[src/rtl/frog_game_ctrl.sv]
// Game-state controller for the frog game: tracks lives, score and level, gates the
// collision detector and issues frog respawn pulses and the game-over flag.
module frog_game_ctrl #(
    parameter int LIVES_INIT   = 3,
    parameter int HIT_FRAMES   = 60,
    parameter int GRACE_FRAMES = 90,
    parameter int SCORE_W      = 10,
    parameter int GOAL_POINTS  = 10
) (
    input  logic               clk_in,
    input  logic               reset_in,
    input  logic               frame_tick_i,
    input  logic               start_i,
    input  logic               collision_i,
    input  logic               goal_i,
    output logic               collision_en_o,
    output logic               frog_reset_o,
    output logic [2:0]         lives_o,
    output logic [SCORE_W-1:0] score_o,
    output logic [2:0]         level_o,
    output logic [2:0]         state_o,
    output logic               game_over_o
);

    localparam int MAX_FRAMES = (HIT_FRAMES > GRACE_FRAMES) ? HIT_FRAMES : GRACE_FRAMES;
    localparam int CNT_W      = $clog2(MAX_FRAMES + 1);

    localparam logic [CNT_W-1:0]   HIT_CNT    = CNT_W'(HIT_FRAMES);
    localparam logic [CNT_W-1:0]   GRACE_CNT  = CNT_W'(GRACE_FRAMES);
    localparam logic [CNT_W-1:0]   CNT_ONE    = CNT_W'(1);
    localparam logic [2:0]         LIVES_LOAD = 3'(LIVES_INIT);
    localparam logic [2:0]         LEVEL_MAX  = 3'd7;
    localparam logic [SCORE_W:0]   GOAL_EXT   = (SCORE_W + 1)'(GOAL_POINTS);
    localparam logic [SCORE_W-1:0] SCORE_MAX  = '1;

    typedef enum logic [2:0] {
        ST_IDLE     = 3'd0,
        ST_PLAY     = 3'd1,
        ST_HIT      = 3'd2,
        ST_RESPAWN  = 3'd3,
        ST_GAMEOVER = 3'd4
    } state_t;

    state_t             state_q, state_d;
    logic [2:0]         lives_q, lives_d;
    logic [SCORE_W-1:0] score_q, score_d;
    logic [2:0]         level_q, level_d;
    logic [CNT_W-1:0]   frame_cnt_q, frame_cnt_d;
    logic               start_q, start_d;
    logic               frog_reset_q, frog_reset_d;
    logic               collision_en_q, collision_en_d;
    logic               game_over_q, game_over_d;

    logic               start_rise;
    logic               start_game;
    logic               play_hit;
    logic               play_goal;
    logic               frame_adv;
    logic [CNT_W-1:0]   cnt_inc;
    logic               hold_done;
    logic               grace_done;
    logic [SCORE_W:0]   score_sum;
    logic               respawn_req;

    // Events are only honoured in the states that own them; a stale collision flag
    // arriving just after PLAY is left is therefore dropped.
    assign start_rise = start_i & ~start_q;
    assign start_game = start_rise & ((state_q == ST_IDLE) | (state_q == ST_GAMEOVER));
    assign play_hit   = (state_q == ST_PLAY) & collision_i;
    assign play_goal  = (state_q == ST_PLAY) & goal_i & ~collision_i;
    assign frame_adv  = frame_tick_i & ((state_q == ST_HIT) | (state_q == ST_RESPAWN));
    assign cnt_inc    = frame_cnt_q + CNT_ONE;
    assign hold_done  = frame_adv & (state_q == ST_HIT) & (cnt_inc == HIT_CNT);
    assign grace_done = frame_adv & (state_q == ST_RESPAWN) & (cnt_inc == GRACE_CNT);
    assign score_sum  = {1'b0, score_q} + GOAL_EXT;

    always_ff @(posedge clk_in) begin
        if (!reset_in) begin
            state_q        <= ST_IDLE;
            lives_q        <= LIVES_LOAD;
            score_q        <= '0;
            level_q        <= 3'd1;
            frame_cnt_q    <= '0;
            start_q        <= 1'b0;
            frog_reset_q   <= 1'b0;
            collision_en_q <= 1'b0;
            game_over_q    <= 1'b0;
        end else begin
            state_q        <= state_d;
            lives_q        <= lives_d;
            score_q        <= score_d;
            level_q        <= level_d;
            frame_cnt_q    <= frame_cnt_d;
            start_q        <= start_d;
            frog_reset_q   <= frog_reset_d;
            collision_en_q <= collision_en_d;
            game_over_q    <= game_over_d;
        end
    end

    always_comb begin
        state_d = state_q;
        case (state_q)
            ST_IDLE:     if (start_rise) state_d = ST_PLAY;
            ST_PLAY: begin
                if (play_hit) begin
                    state_d = ST_HIT;
                end else if (play_goal) begin
                    state_d = ST_RESPAWN;
                end
            end
            ST_HIT:      if (hold_done) state_d = (lives_q == 3'd0) ? ST_GAMEOVER : ST_RESPAWN;
            ST_RESPAWN:  if (grace_done) state_d = ST_PLAY;
            ST_GAMEOVER: if (start_rise) state_d = ST_PLAY;
            default:     state_d = ST_IDLE;
        endcase
    end

    // Outputs are registered from the next state so they line up with state_o.
    always_comb begin
        lives_d     = lives_q;
        score_d     = score_q;
        level_d     = level_q;
        frame_cnt_d = frame_cnt_q;
        start_d     = start_i;

        if (start_game) begin
            lives_d = LIVES_LOAD;
            score_d = '0;
            level_d = 3'd1;
        end else if (play_hit) begin
            lives_d = (lives_q == 3'd0) ? 3'd0 : lives_q - 3'd1;
        end else if (play_goal) begin
            score_d = score_sum[SCORE_W] ? SCORE_MAX : score_sum[SCORE_W-1:0];
            level_d = (level_q == LEVEL_MAX) ? LEVEL_MAX : level_q + 3'd1;
        end

        if (state_d != state_q) begin
            frame_cnt_d = '0;
        end else if (frame_adv) begin
            frame_cnt_d = cnt_inc;
        end

        // A respawn request right after a start pulse is merged into that pulse.
        respawn_req    = start_game | play_goal | (hold_done & (lives_q != 3'd0));
        frog_reset_d   = respawn_req & ~frog_reset_q;
        collision_en_d = (state_d == ST_PLAY);
        game_over_d    = (state_d == ST_GAMEOVER);
    end

    assign collision_en_o = collision_en_q;
    assign frog_reset_o   = frog_reset_q;
    assign lives_o        = lives_q;
    assign score_o        = score_q;
    assign level_o        = level_q;
    assign state_o        = state_q;
    assign game_over_o    = game_over_q;

endmodule
[config.mk]
export PLATFORM = sky130hd
export DESIGN_NAME = frog_game_ctrl
export DESIGN_NICKNAME = d
export VERILOG_FILES = /design/src/rtl/frog_game_ctrl.sv
export SDC_FILE = /design/constraint.sdc
export NUM_CORES = 1
export LEC_CHECK = 0
export BUFFER_PORTS_ARGS = -buffer_cell sky130_fd_sc_hd__buf_2
export CORE_MARGIN = 2
export CORE_UTILIZATION = 39
export DETAILED_ROUTE_END_ITERATION = 12
export PLACE_DENSITY = 0.58
export SYNTH_ARGS = -nofsm -noshare
export SYNTH_HDL_FRONTEND = slang
export SYNTH_SLANG_ARGS = --single-unit
[constraint.sdc]
create_clock -name clk_in -period 4.1 [get_ports clk_in]
set_input_delay 0.205 -clock clk_in [delete_from_list [all_inputs] [get_ports clk_in]]
set_output_delay 0.205 -clock clk_in [all_outputs]
set_load 0.01 [all_outputs]
==> flow_results.org, run 1 <==
** Detailed routing
- After detailed routing, the average wire length per cell comes to ~13 µm.
- Average vias per placed instance :: 5.23
- Across all layers, the routed design uses 1,391 vias.
- Number of antenna-violating nets in the routed design :: 0
- Detailed-router iteration count before antenna repair :: 4
- Summed over all layers, the routed wires come to around 3300 µm.
- After detailed routing, the number of remaining DRC violations is 0.
- The detailed router finished its first iteration with 46 violations.

** Pwr
- IR analysis of the VDD net gives a maximum drop of approximately 150 µV.
- For this design the ratio of total power to cell area is approximately 350 nW/µm².
- Leak pwr :: roughly 0.83 nW

** Clocking
- Number of buffers inserted by hold repair at cts :: 0
- Buffer depth of the longest clock path :: 2
- In this run the number of H-tree levels came out at 2.
- TritonCTS clock tree :: yes
- After clock tree synthesis, the clock-pin slew on the worst setup and hold paths is ~0.06 ns.
- Clock latency on the worst-skew pair, taken at its later pin, is ~0.28 ns.
- TritonCTS created 5 clock buffers.
- Post-CTS timing repair inserted 0 buffers for setup.
- The clock drives 30 sinks.
- Buffer cell driving the clock tree root :: sky130_fd_sc_hd__clkbuf_8
- In this run, post-CTS repair resized a total of 0 instances.

** Finish
- Total inserted antenna cells :: 0
- Leaving out filler cells and counting taps, the final layout contains about 270.
- In the final layout, the share of cells above drive strength 1 is between 10% and 20%.
- Leaving out fill and tap cells, the most frequent cells in the layout are sky130_fd_sc_hd__dfxtp_1 (30), sky130_fd_sc_hd__buf_2 (27), sky130_fd_sc_hd__a21oi_1 (15), sky130_fd_sc_hd__nand2_1 (14), sky130_fd_sc_hd__nor2_1 (14).
- At the end of the flow, the number of nets in the layout was approximately 230.
- P&R area growth vs syn :: 15.4%
- Leaving out fill and tap cells, the most frequent cell in the layout is sky130_fd_sc_hd__dfxtp_1.

** Worst hold path
- The min-delay analysis places its worst path in the category in -> reg.
- Worst Min Path Start :: start_i

** Die
- 28 I/O pins were placed.
- Site row count :: 23
- The die covers 4730 µm².
- The die is roughly 70 µm wide.
- The floorplan step set the die height to approximately 70 µm.
- The region available for standard cell placement spans 4030 µm².
- The initial utilization of the core area, before any placement, comes to 40.6%.

** Timing
- Max-slew headroom :: a little under three quarters
- After layout, the worst path uses 52.2% of the clock period.
- Final max-slew violation count :: 0
- Min Tclk post-route :: 2.14 ns
- Setup violations remaining at the end of the flow were counted as 0.
- The final hold violation count was 0.
- The clock arrives with slightly above 0.006 ns of skew.
- RSZ-0062 raised after global routing :: no
- Based on the critical path, the design can be clocked at up to approximately 0.47 GHz.
- After routing, the total negative slack on setup checks comes to 0 ns.
- Transition time at the pin with the least slew margin :: 0.433 ns

** Placed design
- The count of buffers added on input and output ports is 27.
- GP Congestion :: just under 0.8
- Detailed placement ended at an HPWL of roughly 2500 µm.
- In this run, placement finished with an instance count of 259.

** Worst setup path
- CP Class :: reg -> reg
- Kind of start point of the critical path :: flop
- Tracing the worst setup path back leads to its startpoint at frame_cnt_q[0].
- In this run the worst path has a maximum fanout of 9.
- Beginning of the worst register-to-register path :: frame_cnt_q[0]
- At the worst endpoint, the arrival time is 2.34 ns.
- Required time worst endpoint :: ~4.3 ns
- Crit. End Element :: flop

** Global routing
- Entering global routing, the biggest net connects 14 pins.
- Number of global-route vias before repair :: 1,196
- For this run the aggregate overflow at the end of global routing stands at 0.
- Initial antenna violation count :: 0
- Overall fraction of global-route tracks in use :: between 15 and 20%
- Global-route wire length before repair :: about 5200 µm

** Synth
- Ys Warns :: 0
- Average instance area after synthesis :: between 8 and 9 µm²
- In this run, synthesis produced a sequential element count of 30.
- Sequential elements use 36.7% of the synthesized area.
- Synthesized netlist net count :: approximately 200
- Share of the synthesized area in the top cell type :: ~37%
- Cells after Synth :: roughly 190
- Most common flop cell mapped by yosys :: sky130_fd_sc_hd__dfxtp_1
- Yosys mapped the design onto 47 distinct sky130hd cell types.
- By area the synthesized netlist is led by sky130_fd_sc_hd__dfxtp_1 (37%), sky130_fd_sc_hd__ha_1 (5.4%), sky130_fd_sc_hd__a21oi_1 (4.6%).
- Counting flops with a built-in enable in the synthesized netlist gives 0.
- Of all flip-flops after synthesis, the portion carrying an async set or reset was 0%.
- Of all cell types, the one taking the most synthesized area is sky130_fd_sc_hd__dfxtp_1.
- Summed instance area of the synthesized netlist :: roughly 1600 µm²

** Flow run
- Across the run, the number of max-cap violations was 0.

** Status
- Outcome :: completed
## cell usage after synthesis, types with 3 or more instances
cell,number
sky130_fd_sc_hd__a21oi_1,15
sky130_fd_sc_hd__xnor2_1,4
sky130_fd_sc_hd__nor2_1,14
sky130_fd_sc_hd__inv_1,7
sky130_fd_sc_hd__buf_4,3
sky130_fd_sc_hd__a211oi_1,3
sky130_fd_sc_hd__buf_2,4
sky130_fd_sc_hd__nand4_1,4
sky130_fd_sc_hd__nor2b_1,6
sky130_fd_sc_hd__nand3_1,7
sky130_fd_sc_hd__dfxtp_1,30
sky130_fd_sc_hd__nand2_1,14
sky130_fd_sc_hd__o21ai_0,7
sky130_fd_sc_hd__ha_1,7
sky130_fd_sc_hd__nand2b_1,3
sky130_fd_sc_hd__and3_1,6
sky130_fd_sc_hd__nor3b_1,3
sky130_fd_sc_hd__o21a_1,3
sky130_fd_sc_hd__xor2_1,8
sky130_fd_sc_hd__nor3_1,9
## stage by stage
stage	setup WS, ns	util, %	hold slack, ns	instance area [µm²]	power, mW
2_1_floorplan	2.19	-	0.334	1640	0.345
3_3_place_gp	2.01	44.1	0.411	1780	0.360
3_5_place_dp	1.96	44.1	0.415	1780	0.360
4_1_cts	1.94	46.9	0.174	1890	0.666
5_1_grt	1.83	46.9	0.188	1890	0.684
6_report	1.96	46.9	0.180	1890	0.654
## critical path, stage by stage, from the launching register on
cell and delay, ns:
sky130_fd_sc_hd__dfxtp_1 0.44, sky130_fd_sc_hd__ha_1 0.38, sky130_fd_sc_hd__a21boi_0 0.14, sky130_fd_sc_hd__o221a_1 0.27, sky130_fd_sc_hd__o221a_4 0.29, sky130_fd_sc_hd__a211o_1 0.35
sky130_fd_sc_hd__a211oi_2 0.20
## power breakdown
part	switching [mW]	internal, mW
clock network	0.107	0.194
logic	0.0279	0.0202
registers	0.00768	0.297
## sequential cells by signal, summed over array words and instances, names as in the netlist
name,flops
frame_cnt_q,7
frog_reset_o,1
state_o,3
start_q,1
game_over_o,1
collision_en_o,1
lives_o,3
score_o,10
level_o,3
## final timing paths
kind                     to  slack [ns]  depth (start not counted)
max reg2reg  frame_cnt_q[1]        1.96                          6
min                 start_q        0.18                          3
max          frame_cnt_q[1]        1.96                          6
min reg2reg    frog_reset_o        0.42                          1
## routing by layer
metal / vias to the layer above / GRT usage, % / wire length, µm
li1: 731 / - / -
met1: 627 / 19.2 / 1700
met2: 27 / 23.4 / 1450
met3: 6 / 4.38 / 130
met4: 0 / 8.09 / 46
met5: - / 0 / 0
## final cells by class
cell class | instances | area (µm²)
clock buffers | 6 | 82.6
clock inverters | 1 | 30.0
fillers | 421 | 2140
inverters | 7 | 26.3
multi-input cells | 145 | 952
flip-flops and latches | 30 | 601
well taps | 50 | 62.6
repair buffers | 27 | 135
## kinds of logic (layout without fill, tap and decap cells)
logic type | Yosys count | in the layout | share of synthesized area (%)
muxes | 2 | 2 | 1.22
xor gates and xnor gates | 12 | 12 | 6.42
adders and majority gates | 7 | 7 | 5.35
AOI/OAI and AO/OA | 44 | 44 | 18.4
DFF | 30 | 30 | 36.7
buffers and inverters | 16 | 41 | 5.12
and+or+nand+nor | 80 | 80 | 26.8
No activity file was read; power rests on OpenSTA's default activity.
==> inputs of run 2 (changes only) <==
--- a/config.mk
+++ b/config.mk
@@ -9,7 +9,7 @@
 export CORE_MARGIN = 2
 export CORE_UTILIZATION = 39
 export DETAILED_ROUTE_END_ITERATION = 12
-export PLACE_DENSITY = 0.58
+export PLACE_DENSITY = 0.6
 export SYNTH_ARGS = -nofsm -noshare
 export SYNTH_HDL_FRONTEND = slang
 export SYNTH_SLANG_ARGS = --single-unit
==> constraint.sdc (replaced) <==
create_clock -name clk_in -period 1.75 [get_ports clk_in]
set_input_delay 0.0875 -clock clk_in [delete_from_list [all_inputs] [get_ports clk_in]]
set_output_delay 0.0875 -clock clk_in [all_outputs]
set_load 0.01 [all_outputs]
==> run 2 against run 1 <==
Net effect: sequential power increased by 130%; critical endpoint unchanged; critical path depth unchanged; utilization increased by 5.7 points; wire length increased by 14%.
==> flow_results.org, run 2 (synthesized netlist as in run 1, its figures left out) <==
** Status
- Outcome :: completed

** Timing
- The final-report setup violation count came to 0 (unchanged).
- The actual slew at the worst max-slew pin was 0.488 ns (+0.0553 ns).
- The count of pins over their slew limit was 0 (unchanged).
- The tightest slew margin relative to the limit came to 67.0% (-4.1 points).
- Min Tclk post-route :: 1.73 ns (-0.406 ns)
- The final setup skew was 0.00634 ns (+0.000283 ns).
- The part of the cycle the worst path needs was 99.0% (+47 points).
- The slack of the critical path came to 0.0171 ns (-1.94 ns).
- The fmax was 0.577 GHz (+23%).
- Final Hold Violating Endpoints :: 0 (unchanged)
- RSZ-0062 raised after global routing :: yes

** Pwr
- The internal power of the cells is 1.09 mW (+110%).
- Max IR drop VDD :: 362 µV (+140%)
- Power share of the sequential group :: 48.5% (+1.9 points)
- The clock power share is 40.5% (-5.5 points).
- The fraction of power spent switching nets came to 25.3% (+3.6 points).
- Net switching power :: 368 µW (+160%)
- The power after layout came to 1.45 mW (+120%).
- Leak pwr :: 0.939 nW (+13%)
- The power per unit of standard cell area is 687 nW/µm² (+98%).
- The combinational share of power was 11.0% (+3.6 points).

** Detailed routing
- Drt total wl :: 3790 µm (+14%)
- Average vias per placed instance :: 5.21 (-0.33%)
- The wire length per cell is 13.1 µm (+5.1%).
- DRC violations left :: 0 (unchanged)
- The post-route antenna net violation count was 0 (unchanged).
- Vias post-DR :: 1,501 (+7.9%)
- Detailed-router iteration count before antenna repair :: 4 (unchanged)
- Detailed router's first-iteration violation count :: 43 (-6.5%)

** Worst setup path
- Reg2reg path depth :: 6 (unchanged)
- Kind of start point of the critical path :: flop
- Crit. End Element :: flop
- The maximum fanout along the worst path is 6 (-3).
- The signal on the critical path passes through ha_4, and3b_1, o221a_1, or2_1, a211o_4, a211oi_2.
- The data arrival time of the critical path is 1.94 ns (-0.40 ns).
- Tracing the worst setup path back leads to its startpoint at frame_cnt_q[0].
- Following the worst setup path forward leads to its endpoint at frame_cnt_q[1].
- CP Class :: reg -> reg
- Beginning of the worst register-to-register path :: frame_cnt_q[0]
- Required time worst endpoint :: 1.95 ns (-2.35 ns)
- Reg2Reg Setup Slack :: 0.02 ns (-1.94 ns)
- The critical path's largest stage delay is 0.36 ns (-0.08 ns).
- Among all stages on the critical path, the largest delay is contributed by sky130_fd_sc_hd__a211o_4.
- Worst reg2reg path endpoint :: frame_cnt_q[1]

** Die
- Number of I/O pins :: 28 (unchanged)
- DIE AREA :: 4730 µm² (unchanged)
- Die X-Extent :: 68.8 µm (unchanged)
- Initial core utilization :: 40.6% (unchanged)
- Die extent in y :: 68.8 µm (unchanged)
- Core box area :: 4030 µm² (unchanged)
- The row count is 23 (unchanged).

** Flow run
- The number of maximum-capacitance violations came to 0 (unchanged).

** Placed design
- DP Wirelength :: 2720 µm (+11%)
- # port buffers :: 27 (unchanged)
- The worst slack at placement is -0.0245 ns (-1.99 ns).
- Area after detailed placement :: 1950 µm² (+9.7%)
- GP Congestion :: 0.842 (+7.8%)

** Finish
- The antenna diode instance count is 0 (unchanged).
- The fraction of layout cells with a size suffix above 1 was 31.5% (+13 points).
- P&R area growth vs syn :: 29.4%
- Leaving out fill and tap cells, the most frequent cells in the layout are sky130_fd_sc_hd__dfxtp_1 (27), sky130_fd_sc_hd__buf_2 (27), sky130_fd_sc_hd__buf_4 (20), sky130_fd_sc_hd__a21oi_1 (15).
- The flip-flop count of the largest register after layout came to 10 (unchanged).
- The number of fillers in the final layout was 391 (-7.1%).
- The final net count was 250 (+9.2%).
- Area of all placed cells without fillers :: 2120 µm² (+12%)

** Global routing
- The overall track demand over capacity in global routing was 17.4% (+2.2 points).
- Initial antenna violation count :: 0 (unchanged)
- The maximum number of pins on one net before global-route repair came to 13 (-1).
- Number of global-route vias before repair :: 1,291 (+7.9%)
- The wire length of the first global-routing pass is 5870 µm (+12%).
- The leftover overflow at the end of global routing came to 0 (unchanged).

** Clocking
- Buffer cell driving the clock tree root :: sky130_fd_sc_hd__clkbuf_8
- TritonCTS clock tree :: yes
- Buffer depth of the longest clock path :: 2 (unchanged)
- The clock-pin slew reported for the worst setup and hold paths after clock tree synthesis is 0.06 ns (about the same).
- The worst-skew pair later-pin latency came to 0.29 ns (about the same).
- The total CTS buffers was 5 (unchanged).
- CTS sink cnt :: 30 (unchanged)
- Deepest level of the CTS H-tree :: 2 (unchanged)

** Worst hold path
- Type of the most critical hold path :: in -> reg
run 2: cell types whose count changed in the layout (fill, tap and decap cells not counted), sizes merged:
cell,previous run,this run
bufinv,1,0
buf,27,48
clkbuf,6,7
clkinv,0,1
run 2: routing by layer:
| metal | GRT usage [%] | vias up | wire, µm |
|---|---|---|---|
| met5 | 0 | - | 0 |
| met4 | 8.09 | 0 | 58 |
| met3 | 5.52 | 5 | 186 |
| met2 | 27.9 | 37 | 1760 |
| met1 | 21.3 | 683 | 1780 |
| li1 | - | 776 | - |
run 2: how the worst min path moves through the flow:
stage / startpoint / end / slack, ns / cells past startpoint
after CTS: start_i / start_q / 0.04 / 3
after global placement: start_i / start_q / 0.34 / 3
final: start_i / start_q / 0.05 / 3
after floorplan: start_i / start_q / 0.22 / 2
after global routing: start_i / start_q / 0.06 / 3
after detailed placement: start_i / start_q / 0.35 / 3
run 2: critical path, delay by kind of cell, from the launching register on:
kind / cells / cell delay [ns]
compound gates: 3 / 0.72
fa+ha+maj: 1 / 0.17
flops: 1 / 0.35
simple gates: 2 / 0.41
run 2: cell type report:
cell class	instances	area, µm²	share of cell area, %
Multi-Input combinational cell	145	1030	48.4
Sequential cell	30	607	28.6
Timing Repair Buffer	48	305	14.4
Clock buffer	7	86.3	4.08
Tap cell	50	62.6	2.95
Inverter	7	26.3	1.24
Clock inverter	1	5.00	0.236
run 2: power groups by stage:
stage	clock network, mW	logic, mW	registers, mW
6_report	0.589	0.160	0.705
3_3_place_gp	0	0.151	0.720
5_1_grt	0.636	0.177	0.707
4_1_cts	0.611	0.154	0.705
3_5_place_dp	0	0.150	0.720
2_1_floorplan	0	0.0832	0.726
run 2: what timing repair did:
action                     4_1_cts  5_1_grt
setup endpoints to repair        2       13
gates resized for setup          1       12
buffers inserted                 0        2
gates cloned                     0        0
hold buffers                     0        0
pin swaps                        1        1
run 2: stage by stage:
stage	instances	hold slack, ns	util, %	TNS, ns
4_1_cts	286	0.0378	50.9	0
2_1_floorplan	191	0.217	-	-0.0324
3_3_place_gp	278	0.344	48.4	0
5_1_grt	288	0.0637	52.6	-0.0944
6_report	288	0.0485	52.6	0
3_5_place_dp	278	0.349	48.4	-0.0245
==> inputs of run 3 (changes only) <==
--- a/config.mk
+++ b/config.mk
@@ -6,6 +6,7 @@
 export NUM_CORES = 1
 export LEC_CHECK = 0
 export BUFFER_PORTS_ARGS = -buffer_cell sky130_fd_sc_hd__buf_2
+export CORE_ASPECT_RATIO = 0.75
 export CORE_MARGIN = 2
 export CORE_UTILIZATION = 39
 export DETAILED_ROUTE_END_ITERATION = 12
==> run 3 against run 2 <==
Net effect: utilization up 0.68 points; wire length shrank 3.4%; cell count is 1.7% higher; combinational power fell by 3%; critical endpoint unchanged; highest routed layer unchanged.
==> flow_results.org, run 3 (synthesized netlist as in run 1, its figures left out) <==
** Status
- The run finished with clean final reports.

** Detailed routing
- The residual DRC count is 0 (unchanged).
- The wire length per cell came to 12.5 µm (-5.1%).
- The detailed router's first-iteration violation count was 86 (+100%).
- Average vias per placed instance :: 5.13 (-1.6%)
- The final wirelength was 3660 µm (-3.4%).
- The via count of the routed design was 1,503 (+0.13%).
- The number of iterations in the first detailed-routing pass is 4 (unchanged).
- The post-route antenna net violation count came to 0 (unchanged).

** Finish
- The post-layout instance area came to 2150 µm² (+1.3%).
- From synthesis to final layout, the design area changed by 31.1%.
- The library cell used most frequently in the layout, excluding fill and tap cells, is sky130_fd_sc_hd__buf_2.
- Core utilization of the finished layout :: 53.3% (+0.68 points)
- The fraction of layout cells with a size suffix above 1 was 31.9% (+0.42 points).
- Count of nets after finishing :: 250 (unchanged)
- The antenna diode instance count is 0 (unchanged).
- Most frequent cells in the layout :: sky130_fd_sc_hd__buf_2 (27), sky130_fd_sc_hd__dfxtp_1 (26), sky130_fd_sc_hd__buf_4 (20), sky130_fd_sc_hd__a21oi_1 (15)
- Max reg flops :: 10 (unchanged)

** Worst setup path
- Kind of start point of the critical path :: flop
- The kind of cell with the highest combined delay along the critical path is compound AO/OA/AOI/OAI gates.
- The critical path's largest stage delay came to 0.37 ns (about the same).
- The data arrival time of the critical path came to 1.95 ns (about the same).
- The maximum fanout along the worst path was 6 (unchanged).
- CP bufs+invs :: 0 (unchanged)
- Traced cell by cell, the critical path runs through ha_4, and3b_1, o221a_1, or2_1, a211o_4, a211oi_2.
- The required time of the critical path came to 1.96 ns (about the same).
- The critical path is of the reg -> reg type.
- Cell at the slowest stage of the critical path :: sky130_fd_sc_hd__a211o_4
- Crit. End Element :: flop

** Global routing
- The number of antenna violations at the first check in global routing is 0 (unchanged).
- Overall fraction of global-route tracks in use :: 16.8% (-0.61 points)
- The number of global-route vias before repair is 1,312 (+1.6%).
- Global-route wire length before repair :: 6090 µm (+3.6%)
- The maximum number of pins on one net before global-route repair is 13 (unchanged).
- Total overflow reported by the global router :: 0 (unchanged)

** Timing
- RSZ-0062 raised after global routing :: yes
- Final max-slew violation count :: 0 (unchanged)
- Period utilization :: 99.8% (+0.78 points)
- Min Tclk post-route :: 1.75 ns (+0.0137 ns)
- The fmax came to 0.573 GHz (-0.78%).
- Clock skew after layout :: 0.00898 ns (+0.00264 ns)
- Max-slew headroom :: 74.2% (+7.2 points)
- The actual slew at the worst max-slew pin is 0.382 ns (-0.106 ns).
- The final hold violation count came to 0 (unchanged).
- Hold slack final :: 0.0560 ns (+0.00746 ns)
- Setup TNS Final :: 0 ns (unchanged)
- The final-report setup violation count was 0 (unchanged).

** Die
- The row count was 20 (-13%).
- Number of I/O pins :: 28 (unchanged)
- The initial core utilization came to 40.6% (unchanged).
- The die width came to 78.8 µm (+15%).
- Die extent in y :: 60.1 µm (-13%)
- The core outline area is 4030 µm² (unchanged).
- DIE AREA :: 4740 µm² (+0.11%)

** Pwr
- The worst voltage drop across the vdd grid was 318 µV (-12%).
- The power per unit of standard cell area was 723 nW/µm² (+5.3%).
- The power after layout is 1.55 mW (+6.7%).
- The leakage power is 0.952 nW (+1.3%).

** Clocking
- The H-tree level count is 2 (unchanged).
- TritonCTS clock tree :: yes
- Post-CTS setup repair buffer count :: 0 (unchanged)
- The clock-pin slew reported for the worst setup and hold paths after clock tree synthesis came to 0.06 ns (about the same).
- Buffer depth of the longest clock path :: 2 (unchanged)
- The total CTS buffers came to 5 (unchanged).
- Number of buffers inserted by hold repair at cts :: 0 (unchanged)
- CTS sink cnt :: 30 (unchanged)
- The worst-skew pair later-pin latency is 0.29 ns (about the same).
- CTS placed an instance of sky130_fd_sc_hd__clkbuf_8 at the clock tree root.

** Placed design
- Area after detailed placement :: 1970 µm² (+1.1%)
- The post-DP HPWL is 2800 µm (+3.2%).
- The final estimated routing congestion in global placement is 0.849 (+0.88%).
- # port buffers :: 27 (unchanged)

** Flow run
- Total of max-cap violations :: 0 (unchanged)

** Worst hold path
- Type of the most critical hold path :: in -> reg
## run 3: routing by layer
metal	vias up	routed length (µm)	GRT usage [%]	part of all wire (%)
met2	38	1410	23.4	39
met4	0	43	7.52	1.2
met3	5	219	4.68	6.0
met5	-	0	0	0
li1	773	-	-	-
met1	687	1980	24.0	54
## run 3: final timing paths
| check | start | to | slack (ns) | cells past startpoint |
|---|---|---|---|---|
| setup reg to reg | frame_cnt_q[0] | frame_cnt_q[1] | 0.003 | 6 |
| hold reg to reg | frog_reset_o | frog_reset_o | 0.42 | 1 |
| hold / removal | start_i | start_q | 0.06 | 3 |
| setup / recovery | frame_cnt_q[0] | frame_cnt_q[1] | 0.003 | 6 |
## run 3: worst register-to-register path: stages, from the launching register on
cell	delay (ns)
sky130_fd_sc_hd__dfxtp_4	0.35
sky130_fd_sc_hd__ha_4	0.17
sky130_fd_sc_hd__and3b_1	0.16
sky130_fd_sc_hd__o221a_1	0.23
sky130_fd_sc_hd__or2_1	0.25
sky130_fd_sc_hd__a211o_4	0.37
sky130_fd_sc_hd__a211oi_2	0.14
## run 3: metrics by stage
| step | worst slack, ns | cells |
|---|---|---|
| finish | 0.00343 | 293 |
| CTS | 0.0000628 | 293 |
| global route | -0.0269 | 293 |
| floorplan | -0.0324 | 191 |
| global placement | 0.00532 | 285 |
| detailed placement | -0.0199 | 285 |
## run 3: area by class of cell
cell class	count	area [µm²]
fillers	383	1880
multi-input cells	145	1030
flip-flops and latches	30	608
repair buffers	48	305
clock buffers	5	68.8
well taps	55	68.8
clock inverters	3	40.0
inverters	7	26.3
## run 3: what timing repair did
| action | in CTS | in global routing |
|---|---|---|
| pin swaps | 0 | 1 |
| resized for setup | 1 | 15 |
| setup endpoints to repair | 1 | 13 |
## run 3: where the power goes
group	total (mW)	leakage (nW)	switching (mW)	internal, mW
clock network	0.687	0.0579	0.269	0.418
logic	0.156	0.649	0.0838	0.0725
registers	0.708	0.245	0.0126	0.696
total	1.55	0.952	0.365	1.19
